## config.mk

```make
export PLATFORM = sky130hd
export DESIGN_NAME = booth_seq_ctrl
export DESIGN_NICKNAME = d
export VERILOG_FILES = /design/src/rtl/booth_seq_pkg.sv /design/src/rtl/booth_digit_pp.sv /design/src/rtl/booth_seq_ctrl.sv
export SDC_FILE = /design/constraint.sdc
export NUM_CORES = 1
export LEC_CHECK = 0
export ABC_AREA = 0
export BUFFER_PORTS_ARGS = -buffer_cell sky130_fd_sc_hd__buf_2
export CELL_PAD_IN_SITES_DETAIL_PLACEMENT = 0
export CELL_PAD_IN_SITES_GLOBAL_PLACEMENT = 1
export CORE_MARGIN = 2
export CORE_UTILIZATION = 40
export DETAILED_ROUTE_END_ITERATION = 10
export GPL_TIMING_DRIVEN = 1
export HOLD_SLACK_MARGIN = 0.05
export PLACE_DENSITY = 0.75
export REMOVE_ABC_BUFFERS = 1
export SLEW_MARGIN = 25
export SYNTH_ARGS = -nofsm -noshare
export SYNTH_HDL_FRONTEND = slang
export SYNTH_HIERARCHICAL = 1
export SYNTH_SLANG_ARGS = --single-unit
```

## constraint.sdc

```tcl
create_clock -name clk -period 6.5 [get_ports clk]
set_input_delay 0.65 -clock clk [delete_from_list [all_inputs] [get_ports clk]]
set_output_delay 0.65 -clock clk [all_outputs]
set_load 0.01 [all_outputs]
```

## src/rtl/booth_seq_pkg.sv

```systemverilog
// Shared types for the sequential radix-4 Booth multiplier: FSM states,
// recoded digit fields and the recoding helper.
package booth_seq_pkg;

  localparam int BOOTH_WIDTH_DEF = 8;

  typedef enum logic [1:0] {
    ST_IDLE = 2'd0,
    ST_RUN  = 2'd1,
    ST_DONE = 2'd2
  } booth_state_t;

  // Digit magnitude is one (1) or two (2); neg flips the sign.
  typedef struct packed {
    logic one;
    logic two;
    logic neg;
  } booth_digit_t;

  function automatic booth_digit_t booth_recode(input logic [2:0] bits);
    booth_digit_t d;
    case (bits)
      3'b000:  d = '{one: 1'b0, two: 1'b0, neg: 1'b0};
      3'b001:  d = '{one: 1'b1, two: 1'b0, neg: 1'b0};
      3'b010:  d = '{one: 1'b1, two: 1'b0, neg: 1'b0};
      3'b011:  d = '{one: 1'b0, two: 1'b1, neg: 1'b0};
      3'b100:  d = '{one: 1'b0, two: 1'b1, neg: 1'b1};
      3'b101:  d = '{one: 1'b1, two: 1'b0, neg: 1'b1};
      3'b110:  d = '{one: 1'b1, two: 1'b0, neg: 1'b1};
      3'b111:  d = '{one: 1'b0, two: 1'b0, neg: 1'b0};
      default: d = '{one: 1'b0, two: 1'b0, neg: 1'b0};
    endcase
    return d;
  endfunction

endpackage

```

## src/rtl/booth_digit_pp.sv

```systemverilog
// Combinational radix-4 Booth partial product: digit(y triplet) * x,
// WIDTH+2 bits so that -2 * -2^(WIDTH-1) still fits.
module booth_digit_pp
  import booth_seq_pkg::*;
#(
  parameter int WIDTH = BOOTH_WIDTH_DEF
) (
  input  logic [2:0]       i_y3,
  input  logic [WIDTH-1:0] i_x,
  output logic [WIDTH+1:0] o_pp
);

  booth_digit_t     w_dig;
  logic [WIDTH+1:0] w_xe;
  logic [WIDTH+1:0] w_mag;

  // Select |digit| * x, then apply the digit sign.
  always_comb begin
    w_dig = booth_recode(i_y3);
    w_xe  = {{2{i_x[WIDTH-1]}}, i_x};
    if (w_dig.two) begin
      w_mag = w_xe << 1;
    end else if (w_dig.one) begin
      w_mag = w_xe;
    end else begin
      w_mag = '0;
    end
    if (w_dig.neg) begin
      o_pp = -w_mag;
    end else begin
      o_pp = w_mag;
    end
  end

endmodule

```

## src/rtl/booth_seq_ctrl.sv

```systemverilog
// Sequential radix-4 Booth multiplier, one digit per cycle, valid/ready on both sides.
// Optional macro BOOTH_SEQ_ZERO_SKIP_EN ends RUN early once remaining digits are all zero.
module booth_seq_ctrl
  import booth_seq_pkg::*;
#(
  parameter int WIDTH = BOOTH_WIDTH_DEF
) (
  input  logic                 clk,
  input  logic                 rst,
  input  logic                 in_valid,
  output logic                 in_ready,
  input  logic [WIDTH-1:0]     in_x,
  input  logic [WIDTH-1:0]     in_y,
  output logic                 out_valid,
  input  logic                 out_ready,
  output logic [2*WIDTH-1:0]   out_p,
  output logic                 busy
);

  localparam int NDIG = WIDTH / 2;
  localparam int CW   = $clog2(NDIG) + 1;

  booth_state_t       r_state;
  booth_state_t       w_next;
  logic [WIDTH-1:0]   r_x;
  logic [WIDTH-1:0]   r_y;
  logic [2*WIDTH-1:0] r_acc;
  logic [2*WIDTH-1:0] r_p;
  logic [CW-1:0]      r_cnt;

  logic signed [WIDTH:0] w_yext;
  logic signed [WIDTH:0] w_ysh;
  logic [WIDTH+1:0]      w_pp;
  logic [2*WIDTH-1:0]    w_pp_ext;
  logic [2*WIDTH-1:0]    w_pp_sh;
  logic [2*WIDTH-1:0]    w_sum;
  logic                  w_last;
  logic                  w_skip;

  // y with the implicit y[-1]=0 appended; arithmetic shift keeps sign fill for the skip test.
  assign w_yext   = {r_y, 1'b0};
  assign w_ysh    = w_yext >>> {r_cnt, 1'b0};
  assign w_pp_ext = {{(WIDTH-2){w_pp[WIDTH+1]}}, w_pp};
  assign w_pp_sh  = w_pp_ext << {r_cnt, 1'b0};
  assign w_sum    = r_acc + w_pp_sh;
  assign w_last   = (r_cnt == CW'(NDIG - 1));

`ifdef BOOTH_SEQ_ZERO_SKIP_EN
  assign w_skip = (&w_ysh) | (~|w_ysh);
`else
  assign w_skip = 1'b0;
`endif

  booth_digit_pp #(.WIDTH(WIDTH)) u_pp (
    .i_y3 (w_ysh[2:0]),
    .i_x  (r_x),
    .o_pp (w_pp)
  );

  // State register.
  always_ff @(posedge clk) begin
    if (rst) begin
      r_state <= ST_IDLE;
    end else begin
      r_state <= w_next;
    end
  end

  // Next-state logic.
  always_comb begin
    w_next = r_state;
    case (r_state)
      ST_IDLE: begin
        if (in_valid) w_next = ST_RUN;
        else          w_next = ST_IDLE;
      end
      ST_RUN: begin
        if (w_skip || w_last) w_next = ST_DONE;
        else                  w_next = ST_RUN;
      end
      ST_DONE: begin
        if (out_ready) w_next = ST_IDLE;
        else           w_next = ST_DONE;
      end
      default: w_next = ST_IDLE;
    endcase
  end

  // Handshake outputs decoded from the state register.
  always_comb begin
    in_ready  = 1'b0;
    out_valid = 1'b0;
    busy      = 1'b0;
    case (r_state)
      ST_IDLE: in_ready = 1'b1;
      ST_RUN:  busy = 1'b1;
      ST_DONE: begin
        out_valid = 1'b1;
        busy      = 1'b1;
      end
      default: in_ready = 1'b0;
    endcase
  end

  // Operand capture, accumulation and product hold register.
  always_ff @(posedge clk) begin
    if (rst) begin
      r_x   <= '0;
      r_y   <= '0;
      r_acc <= '0;
      r_cnt <= '0;
      r_p   <= '0;
    end else begin
      case (r_state)
        ST_IDLE: begin
          if (in_valid && in_ready) begin
            r_x   <= in_x;
            r_y   <= in_y;
            r_acc <= '0;
            r_cnt <= '0;
          end
        end
        ST_RUN: begin
          if (w_skip) begin
            r_p <= r_acc;
          end else begin
            r_acc <= w_sum;
            r_cnt <= r_cnt + CW'(1);
            if (w_last) r_p <= w_sum;
          end
        end
        default: begin
        end
      endcase
    end
  end

  assign out_p = r_p;

endmodule

```

# Word-level counts from Yosys, hierarchy flattened
# Memory sizes are Yosys's and may differ from the RTL's.
# Cells that the tools add are included.
# W data, S select, Z words.
word_totals:
  romBits: 24
  in_bits: 20
  output_inout_bits: 19
  wordCells: 37
  mem_count: 1
  register_bits: 53
classes:
  n_reduce_logical: 7
  addsub: 3
  shift: 2
  n_mux: 14
  n_eq_ne: 4
mem_list:
  columns: ["name", "depth", "width", "rd", "rd_ports_with_merged_regs", "wr", "line", "rtl"]
  rows:
  - ["(name not given)", 8, 3, 1, 0, 0, "booth_seq_pkg.sv:22", "case (bits)"]
ops:
  columns: ["operator", "count"]
  rows:
  - ["$pmux W16 S2", 1]
  - ["$mux W10", 3]
  - ["$add A16 B16 Y16", 1]
  - ["$mux W16", 1]
  - ["$shl A16 B4 Y16", 1]
  - ["$neg A10 Y10", 1]
  - ["$sshr A9 B4 Y3", 1]
  - ["$pmux W2 S3", 1]
  - ["$pmux W3 S2", 1]
  - ["$reduce_and A2 Y1", 3]
  - ["$mux W1", 4]
  - ["$mux W2", 2]
  - ["$add A3 B1 Y3 const B", 1]
  - ["$eq A3 B2 Y1 const B", 1]
  - ["$mux W3", 1]
  - ["$eq A2 B1 Y1 const B", 1]
  - ["$eq A2 B2 Y1 const B", 1]
  - ["$logic_not A2 Y1", 1]
  - ["$ne A2 B2 Y1 const B", 1]
  - ["$reduce_bool A2 Y1", 1]
  - ["$reduce_or A2 Y1", 1]
  - ["$logic_and A1 B1 Y1", 1]

# Depth between registers and ports, before layout
# Gate-level depths: netlist of run 1.
# An unclocked memory read counts as a cell.
logic_depth:
  ltp_word: 9
  mapped_depth: 26

# Cells and area by module
# The synthesis of run 1 kept the hierarchy.
by_module_without_submodules:
  columns: ["mod", "cells_each", "instances", "seq_area_each_um2", "area_each_um2"]
  rows:
  - ["booth_seq_ctrl", 416, 1, 1061.0, 3243.1]
  - ["booth_digit_pp", 81, 1, 0.0, 563.0]

# Worst setup path after synthesis of run 1
# OpenSTA, ideal clock, no wires.
synth_path:
  path_kind: "reg-to-reg"
  from: "reg r_cnt[2]"
  to: "reg r_p[14] (netlist: out_p[14])"
  path_slack_ns: 1.482
  path_stages_with_launch: 22
  path_buffers: 4
  arrival_time_ns: 4.884
  path_cell_list: "dfxtp_1 clkbuf_1 clkbuf_1 clkbuf_1 a21oi_1 ha_1 mux2i_1 and3_1 a21oi_1 ha_1 nor2_1 a21oi_1 mux4_2 and2_1 ha_1 buf_2 and4_4 and2_0 a311o_2 o221ai_2 mux2i_1 o311ai_1"
synth_via:
  elab_chain_len: 8
  word_cells_on_any_way: 10
  classes_between: "add/sub (2); eq/ne (1); shift (2); mux (3); reduce/logical (1); memory (1)"
synth_lines:
  columns: ["element", "line", "rtl"]
  rows:
  - ["start: declaration", "booth_seq_ctrl.sv:29", "logic [CW-1:0] r_cnt;"]
  - ["start signal: assignment", "booth_seq_ctrl.sv:128", "r_cnt <= r_cnt + CW'(1);"]
  - ["$sshr A9 B4 Y3 (*)", "booth_seq_ctrl.sv:42", "assign w_ysh = w_yext >>> {r_cnt, 1'b0};"]
  - ["via w_ysh[0]", "booth_seq_ctrl.sv:32", "logic signed [WIDTH:0] w_ysh;"]
  - ["$mem_v2 Z8 W3 (*)", null, null]
  - ["$mux W10", "booth_digit_pp.sv:23", "end else if (w_dig.one) begin"]
  - ["$mux W10", "booth_digit_pp.sv:21", "if (w_dig.two) begin"]
  - ["$neg A10 Y10", "booth_digit_pp.sv:29", "o_pp = -w_mag;"]
  - ["$mux W10 (*)", "booth_digit_pp.sv:28", "if (w_dig.neg) begin"]
  - ["via w_pp[1]", "booth_seq_ctrl.sv:33", "logic [WIDTH+1:0] w_pp;"]
  - ["$shl A16 B4 Y16 (*)", "booth_seq_ctrl.sv:44", "assign w_pp_sh = w_pp_ext << {r_cnt, 1'b0};"]
  - ["$add A16 B16 Y16 (*)", "booth_seq_ctrl.sv:45", "assign w_sum = r_acc + w_pp_sh;"]
  - ["end signal: assignment", "booth_seq_ctrl.sv:125", "r_p <= r_acc;"]
  - ["end signal: assignment", "booth_seq_ctrl.sv:129", "if (w_last) r_p <= w_sum;"]
  - ["end: declaration", "booth_seq_ctrl.sv:28", "logic [2*WIDTH-1:0] r_p;"]
# The timed path passes the listed nets; every way through them passes the cells marked *.
# A chain may end at the register's enable or synchronous reset.

# Worst setup path after layout of run 1
layout_path:
  from: "reg r_cnt[0]"
  to: "reg r_p[14] (netlist: out_p[14])"
# The elaborated chain is that of the path after synthesis.

==> results of run 1 <==
layer usage:
layer,wire length [um],vias to the layer above,track usage [%]
li1,-,1802,-
met1,4847,1689,27.29
met2,4261,81,30.26
met3,372,9,2.484
met4,121,0,4.470
met5,0,-,0
where the power goes:
| part | leakage (nW) | switching [mW] | internal, mW | total, mW |
|---|---|---|---|---|
| registers | 0.430 | 0.0101 | 0.332 | 0.342 |
| clock network | 0.0385 | 0.115 | 0.0767 | 0.192 |
| logic | 1.12 | 0.0770 | 0.0436 | 0.121 |
| total | 1.59 | 0.202 | 0.453 | 0.655 |
sequential cells by signal, summed over array words and instances (netlist names):
| signal | cells |
|---|---|
| out_p | 16 |
| r_acc | 16 |
| r_cnt | 3 |
| r_state | 2 |
| r_x | 8 |
| r_y | 8 |
worst max-delay path by stage:
stage	slack [ns]	startpoint	to	depth (start not counted)
detailed placement	1.25	r_cnt[0]	out_p[14]	21
CTS	1.22	r_cnt[0]	out_p[14]	24
global route	0.71	r_cnt[0]	out_p[15]	24
finish	1.19	r_cnt[0]	out_p[14]	24
global placement	1.35	r_cnt[0]	out_p[14]	22
floorplan	1.14	r_cnt[0]	out_p[14]	21
through the flow:
| step | util, % | power (mW) | worst slack (ns) | hold WS, ns |
|---|---|---|---|---|
| CTS | 44.37 | 0.6646 | 1.224 | 0.4626 |
| finish | 44.37 | 0.6549 | 1.195 | 0.4580 |
| global placement | 43.47 | 0.4686 | 1.347 | 0.4403 |
| global route | 44.37 | 0.6909 | 0.7124 | 0.4856 |
| detailed placement | 43.47 | 0.4696 | 1.246 | 0.4461 |
| floorplan | - | 0.4321 | 1.143 | 0.4271 |
final cells by class:
type                       instances  area, um^2
sequential                        53        1061
timing repair buffer              43       227.7
fill                             967        5140
clock inverter                     1       7.507
inverter                          13       48.80
multi-input combinational        400        2517
clock buffer                       7       76.32
tap                              129       161.4
worst min-delay path: cells and delay by family (launching register included):
| family | cells | cell delay [ns] |
|---|---|---|
| AO/OA/AOI/OAI | 1 | 0.05 |
| flip-flops | 1 | 0.32 |
| AND/OR/NAND/NOR | 1 | 0.05 |
cell families after synthesis:
group           count (synthesis)
mux                            23
fa+ha+maj                      25
flops                          53
simple gates                  194
buf+inv                        44
xor+xnor                       18
compound gates                140
layout by cell type (no fill, tap or decap), types with 12 or more instances in the layout:
cell	synthesis	routed
mux2i_1	18	18
nand2_1	86	86
ha_1	24	24
xnor2_1	12	12
nor2_1	39	39
o21ai_0	27	27
buf_2	3	38
nor3_1	19	19
nand3_1	17	17
dfxtp_1	53	53
a21oi_1	63	63
==> out/results.txt, run 1 <==
CTS Root Cell: clkbuf_8
Post-Layout Cell Count: 646
CP max-delay cell: mux2i_1
FP Rows: 35
Area contributors post-synth: dfxtp_1, nand2_1, a21oi_1
Worst r2r dst: out_p[14]
Cell Area, Placed: 4016 um^2
R2r worst-path depth: 24
Max-cap viol count: 0
Vias in the first global route: 3170
Worst Setup End Kind: flip-flop
Post-synth top area cell: dfxtp_1
Proportion of layout cells with a drive suffix above 1: 12.57%
Post-synthesis compound-gate area fraction: 23.11%
Post-synth EDFFs: 0
Seq/Total Area, Yosys: 27.88%
Distinct cells, synth: 69
CTS max path bufs: 2
Starting Density: 41.19%
Final worst-path cycle share: 81.62%
Num ports: 39
Layout Nets: 561
CTS resizes: 0
N_diodes: 0
Vias per cell: 5.543
Adder-cell share of the synthesized area: 8.416%
Final HPWL DP: 7044 um
# Post-CTS Setup Buffers: 0
GRT overflow: 0
Hold Startpoint: out_p[5]
Largest net degree at the start of global routing: 45
Post-synthesis average cell area: 7.658 um^2
RR Startpoint: r_cnt[0]
Residual DRC count: 0
Worst path max stage delay: 0.58 ns
Maximum clock rate: 188.5 MHz
CTS Sinks: 53
Worst Path Arrival: 5.48 ns
Buf/Inv on CP: 2
Final GP Congestion: 0.8812
Synth Register Bits: 53
Synthesized area: 3806 um^2
Tmin final: 5.305 ns
Pwr Density: 159.7 nW/um^2
CP required: 6.68 ns
Area grow syn2layout: 7.725%
Worst Hold Class: reg2reg
Die H: 101.5 um
DR WL/cell: 14.86 um
Final wirelength: 9602 um
CP startpoint kind: flip-flop
Design area: 4100 um^2
Slew @ Worst Pin: 0.9522 ns
Main synth FF type: dfxtp_1
Initial antenna violation count: 0
Outcome: complete, no violations
Antenna Nets Post-Route: 0
Synth top area share: 27.88%
Final hold violation count: 0
RSZ-0062 raised after global routing: false
CP Class: reg2reg
Crit path max fanout: 10
# port buffers: 38
TritonCTS clock tree: yes
Synth cell count leaders: nand2_1, a21oi_1, dfxtp_1
Worst R2R Setup Slack: 1.19 ns
Delay-heaviest family, CP: compound AO/OA/AOI/OAI gates
P_leak: 1.590 nW
CP cell instances: clkinv_1, nor2_1, a311oi_1, a21oi_1, inv_1, ha_1, mux2i_1, and3_1, a21oi_1, ha_1, nand2_1, o21ai_0, xor2_1, mux2i_1, nor2_1, a21oi_1, nor2_1, ha_1, and4_4, and2_0, a311o_2, o221ai_2, mux2i_1, o311ai_1
DIE AREA: 10310 um^2
Cts hold-fix bufs: 0
First-pass GRT wire length: 15850 um
Synth async-reset ratio: 0%
Die width: 101.5 um
Slew Limit Fails: 0
Setup TNS Final: 0 ns
CTS clk-pin slew, worst paths: 0.10 ns
Num CTS Buffers: 5
Cells after Synth: 497
Hold worst-path end: out_p[5]
Post-Place Cells: 638
1st-iter DRT viols: 178
Overall Global Routing Usage: 19.00%
Proportion of synthesized area in mux cells: 7.101%
# setup viols final: 0
Rel. slew slack: 36.03%
Synth Area in Simple Gates: 23.18%
Hold depth: 2
H-tree Lvls: 2
Xor/xnor share of the synthesized area: 4.339%
Skew final: 0.007884 ns
Maximum VDD drop: 0.09001 mV
DRT Pass-1 Iters: 5
Via Count: 3581
Core Region: 9240 um^2
Most numerous cell in the Yosys netlist: nand2_1
Largest family of logic cells by synthesized area: simple AND/OR/NAND/NOR gates
YS warnings: 6
Worst skew pair latency: 0.31 ns
Power figures use the tool's default switching activity.
==> run 2, diff against run 1 <==
- PLACE_DENSITY: 0.75 -> 0.78
- clock period: 6.5 -> 4.6 ns (I/O delays scaled with it)
==> run 2 against run 1 <==
Critical path depth fell by 6. Die area is the same. Via count grew 5.7%. Clock skew decreased by 0.0019 ns. Combinational power grew 89%. Final area up 16%. Total power grew 55%. Maximum frequency rose by 17%. Core utilization up 7.3 points. Critical endpoint unchanged. Largest power group unchanged. Highest routed layer unchanged.
==> out/results.txt, run 2 (synthesis gave the netlist of run 1 again) <==
Outcome: complete, no violations (unchanged)
Vias in the first global route: 3649 (was 3170)
Hold Startpoint: in_y[5] (was out_p[5])
Total power: 1.018 mW (was 654.9 uW)
Final worst-path cycle share: 98.66% (was 81.62%)
Via Count: 3786 (was 3581)
Final wirelength: 9916 um (was 9602 um)
Overall Global Routing Usage: 19.68% (was 19.00%)
Design area: 4775 um^2 (was 4100 um^2)
Worst Setup End Kind: flip-flop (unchanged)
Die width: 101.5 um (unchanged)
GRT overflow: 0 (unchanged)
Layout Nets: 611 (was 561)
# setup viols final: 0 (unchanged)
Hold worst-path end: r_y[5] (was out_p[5])
R2r worst-path depth: 18 (was 24)
RR Startpoint: r_cnt[1] (was r_cnt[0])
FP Rows: 35 (unchanged)
DRT Pass-1 Iters: 4 (was 5)
Max-cap viol count: 0 (unchanged)
CP required: 4.77 ns (was 6.68 ns)
CTS max path bufs: 2 (unchanged)
Final Core Density: 51.67% (was 44.37%)
CTS Sinks: 53 (unchanged)
Crit path max fanout: 6 (was 10)
TritonCTS clock tree: yes (unchanged)
Worst Hold Class: in2reg (was reg2reg)
Proportion of layout cells with a drive suffix above 1: 27.69% (was 12.57%)
Initial antenna violation count: 0 (unchanged)
Maximum VDD drop: 0.1653 mV (was 0.09001 mV)
CTS clk-pin slew, worst paths: 0.10 ns (about the same)
Worst Path Arrival: 4.71 ns (was 5.48 ns)
# port buffers: 38 (unchanged)
Maximum clock rate: 220.4 MHz (was 188.5 MHz)
Cell Area, Placed: 4294 um^2 (was 4016 um^2)
Core Region: 9240 um^2 (unchanged)
Die H: 101.5 um (unchanged)
Worst R2R Setup Slack: 0.06 ns (was 1.19 ns)
Num ports: 39 (unchanged)
DIE AREA: 10310 um^2 (unchanged)
CTS Root Cell: clkbuf_8 (unchanged)
Worst skew pair latency: 0.31 ns (about the same)
CP startpoint kind: flip-flop (unchanged)
Final HPWL DP: 7143 um (was 7044 um)
Reg area: 1066 um^2 (was 1061 um^2)
Vias per cell: 5.440 (was 5.543)
Commonest non-fill, non-tap cell in the layout: nand2_1 (unchanged)
Final hold violation count: 0 (unchanged)
Area grow syn2layout: 25.44% (was 7.725%)
Rel. slew slack: 43.44% (was 36.03%)
DR WL/cell: 14.25 um (was 14.86 um)
Multi-input gate area: 2768 um^2 (was 2517 um^2)
Slew Limit Fails: 0 (unchanged)
Worst r2r dst: out_p[14] (unchanged)
H-tree Lvls: 2 (unchanged)
Starting Density: 41.19% (unchanged)
Antenna Nets Post-Route: 0 (unchanged)
First-pass GRT wire length: 16680 um (was 15850 um)
Most frequent cells in the layout: nand2_1, a21oi_1, dfxtp_1, buf_4, buf_2 (was nand2_1, a21oi_1, dfxtp_1, nor2_1, buf_2)
Largest net degree at the start of global routing: 44 (was 45)
Slew @ Worst Pin: 0.8419 ns (was 0.9522 ns)
Residual DRC count: 0 (unchanged)
Hold depth: 3 (was 2)
Num CTS Buffers: 5 (unchanged)
Fill cells: 914 (was 967)
RSZ-0062 raised after global routing: true (was false)
Skew final: 0.006011 ns (was 0.007884 ns)
P_leak: 1.901 nW (was 1.590 nW)
Final GP Congestion: 0.8715 (was 0.8812)
N_diodes: 0 (unchanged)
1st-iter DRT viols: 167 (was 178)
Tmin final: 4.538 ns (was 5.305 ns)
Pwr Density: 213.2 nW/um^2 (was 159.7 nW/um^2)
CP Class: reg2reg (unchanged)
Cts hold-fix bufs: 0 (unchanged)
## run 2: cell types whose count changed in the layout (fill, tap and decap cells not counted), sizes merged
cell | previous run | this run
clkinv | 3 | 2
buf | 43 | 93
inv | 10 | 11
## run 2: critical path, cell delays in order, from the launching register on
cell and delay [ns]:
dfxtp_4 0.39, mux2i_2 0.26, nor2_2 0.07, a311oi_2 0.26
a21oi_2 0.06, ha_2 0.21, mux2_4 0.32, buf_6 0.15
buf_6 0.11, a311o_1 0.36, mux4_2 0.51, and2_4 0.18
ha_4 0.24, and4_4 0.20, and2_4 0.15, a311o_2 0.35
o221ai_4 0.24, mux2i_1 0.23, o311ai_1 0.12
## run 2: per-stage QoR
step / setup WS, ns / hold slack, ns / setup TNS [ns] / std cells
2_1_floorplan: -0.7568 / 0.4271 / -8.775 / 466
3_3_place_gp: 0.0005982 / 0.4395 / 0 / 675
6_report: 0.06186 / 0.3753 / 0 / 696
4_1_cts: 0.004565 / 0.3702 / 0 / 687
5_1_grt: -0.1318 / 0.3703 / -0.7189 / 696
3_5_place_dp: -0.1102 / 0.4439 / -0.2472 / 675
## run 2: where the power goes
group,internal (mW),leakage [nW],total (mW),switching [mW]
registers,0.469,0.431,0.485,0.0159
logic,0.101,1.42,0.229,0.128
clock network,0.140,0.0549,0.304,0.165
total,0.710,1.90,1.02,0.308
## run 2: layer usage
metal	share of wire (%)	vias up	track usage, %
li1	-	1903	-
met4	1.8	0	4.366
met5	0	-	0
met3	3.9	20	2.761
met2	47	77	34.36
met1	47	1786	25.73
## run 2: worst max path at each step
stage / start / to / slack [ns]
floorplan: r_cnt[0] / out_p[14] / -0.76
global placement: r_cnt[0] / out_p[14] / 0.0006
detailed placement: r_cnt[0] / out_p[14] / -0.11
CTS: r_cnt[0] / out_p[14] / 0.005
global route: r_cnt[1] / out_p[14] / -0.13
finish: r_cnt[1] / out_p[14] / 0.06
## run 2: cell type report
cell class | count | share of cell area (%)
clock inverters | 1 | 0.1834
inverters | 13 | 1.101
multi-input cells | 400 | 57.97
repair buffers | 93 | 13.02
well taps | 129 | 3.381
flip-flops and latches | 53 | 22.33
clock buffers | 7 | 2.018
## run 2: what timing repair did
item | 4_1_cts | 5_1_grt
setup buffers | 4 | 9
gates resized for setup | 12 | 54
pin swaps | 1 | 22
endpoints found under the setup margin | 10 | 20
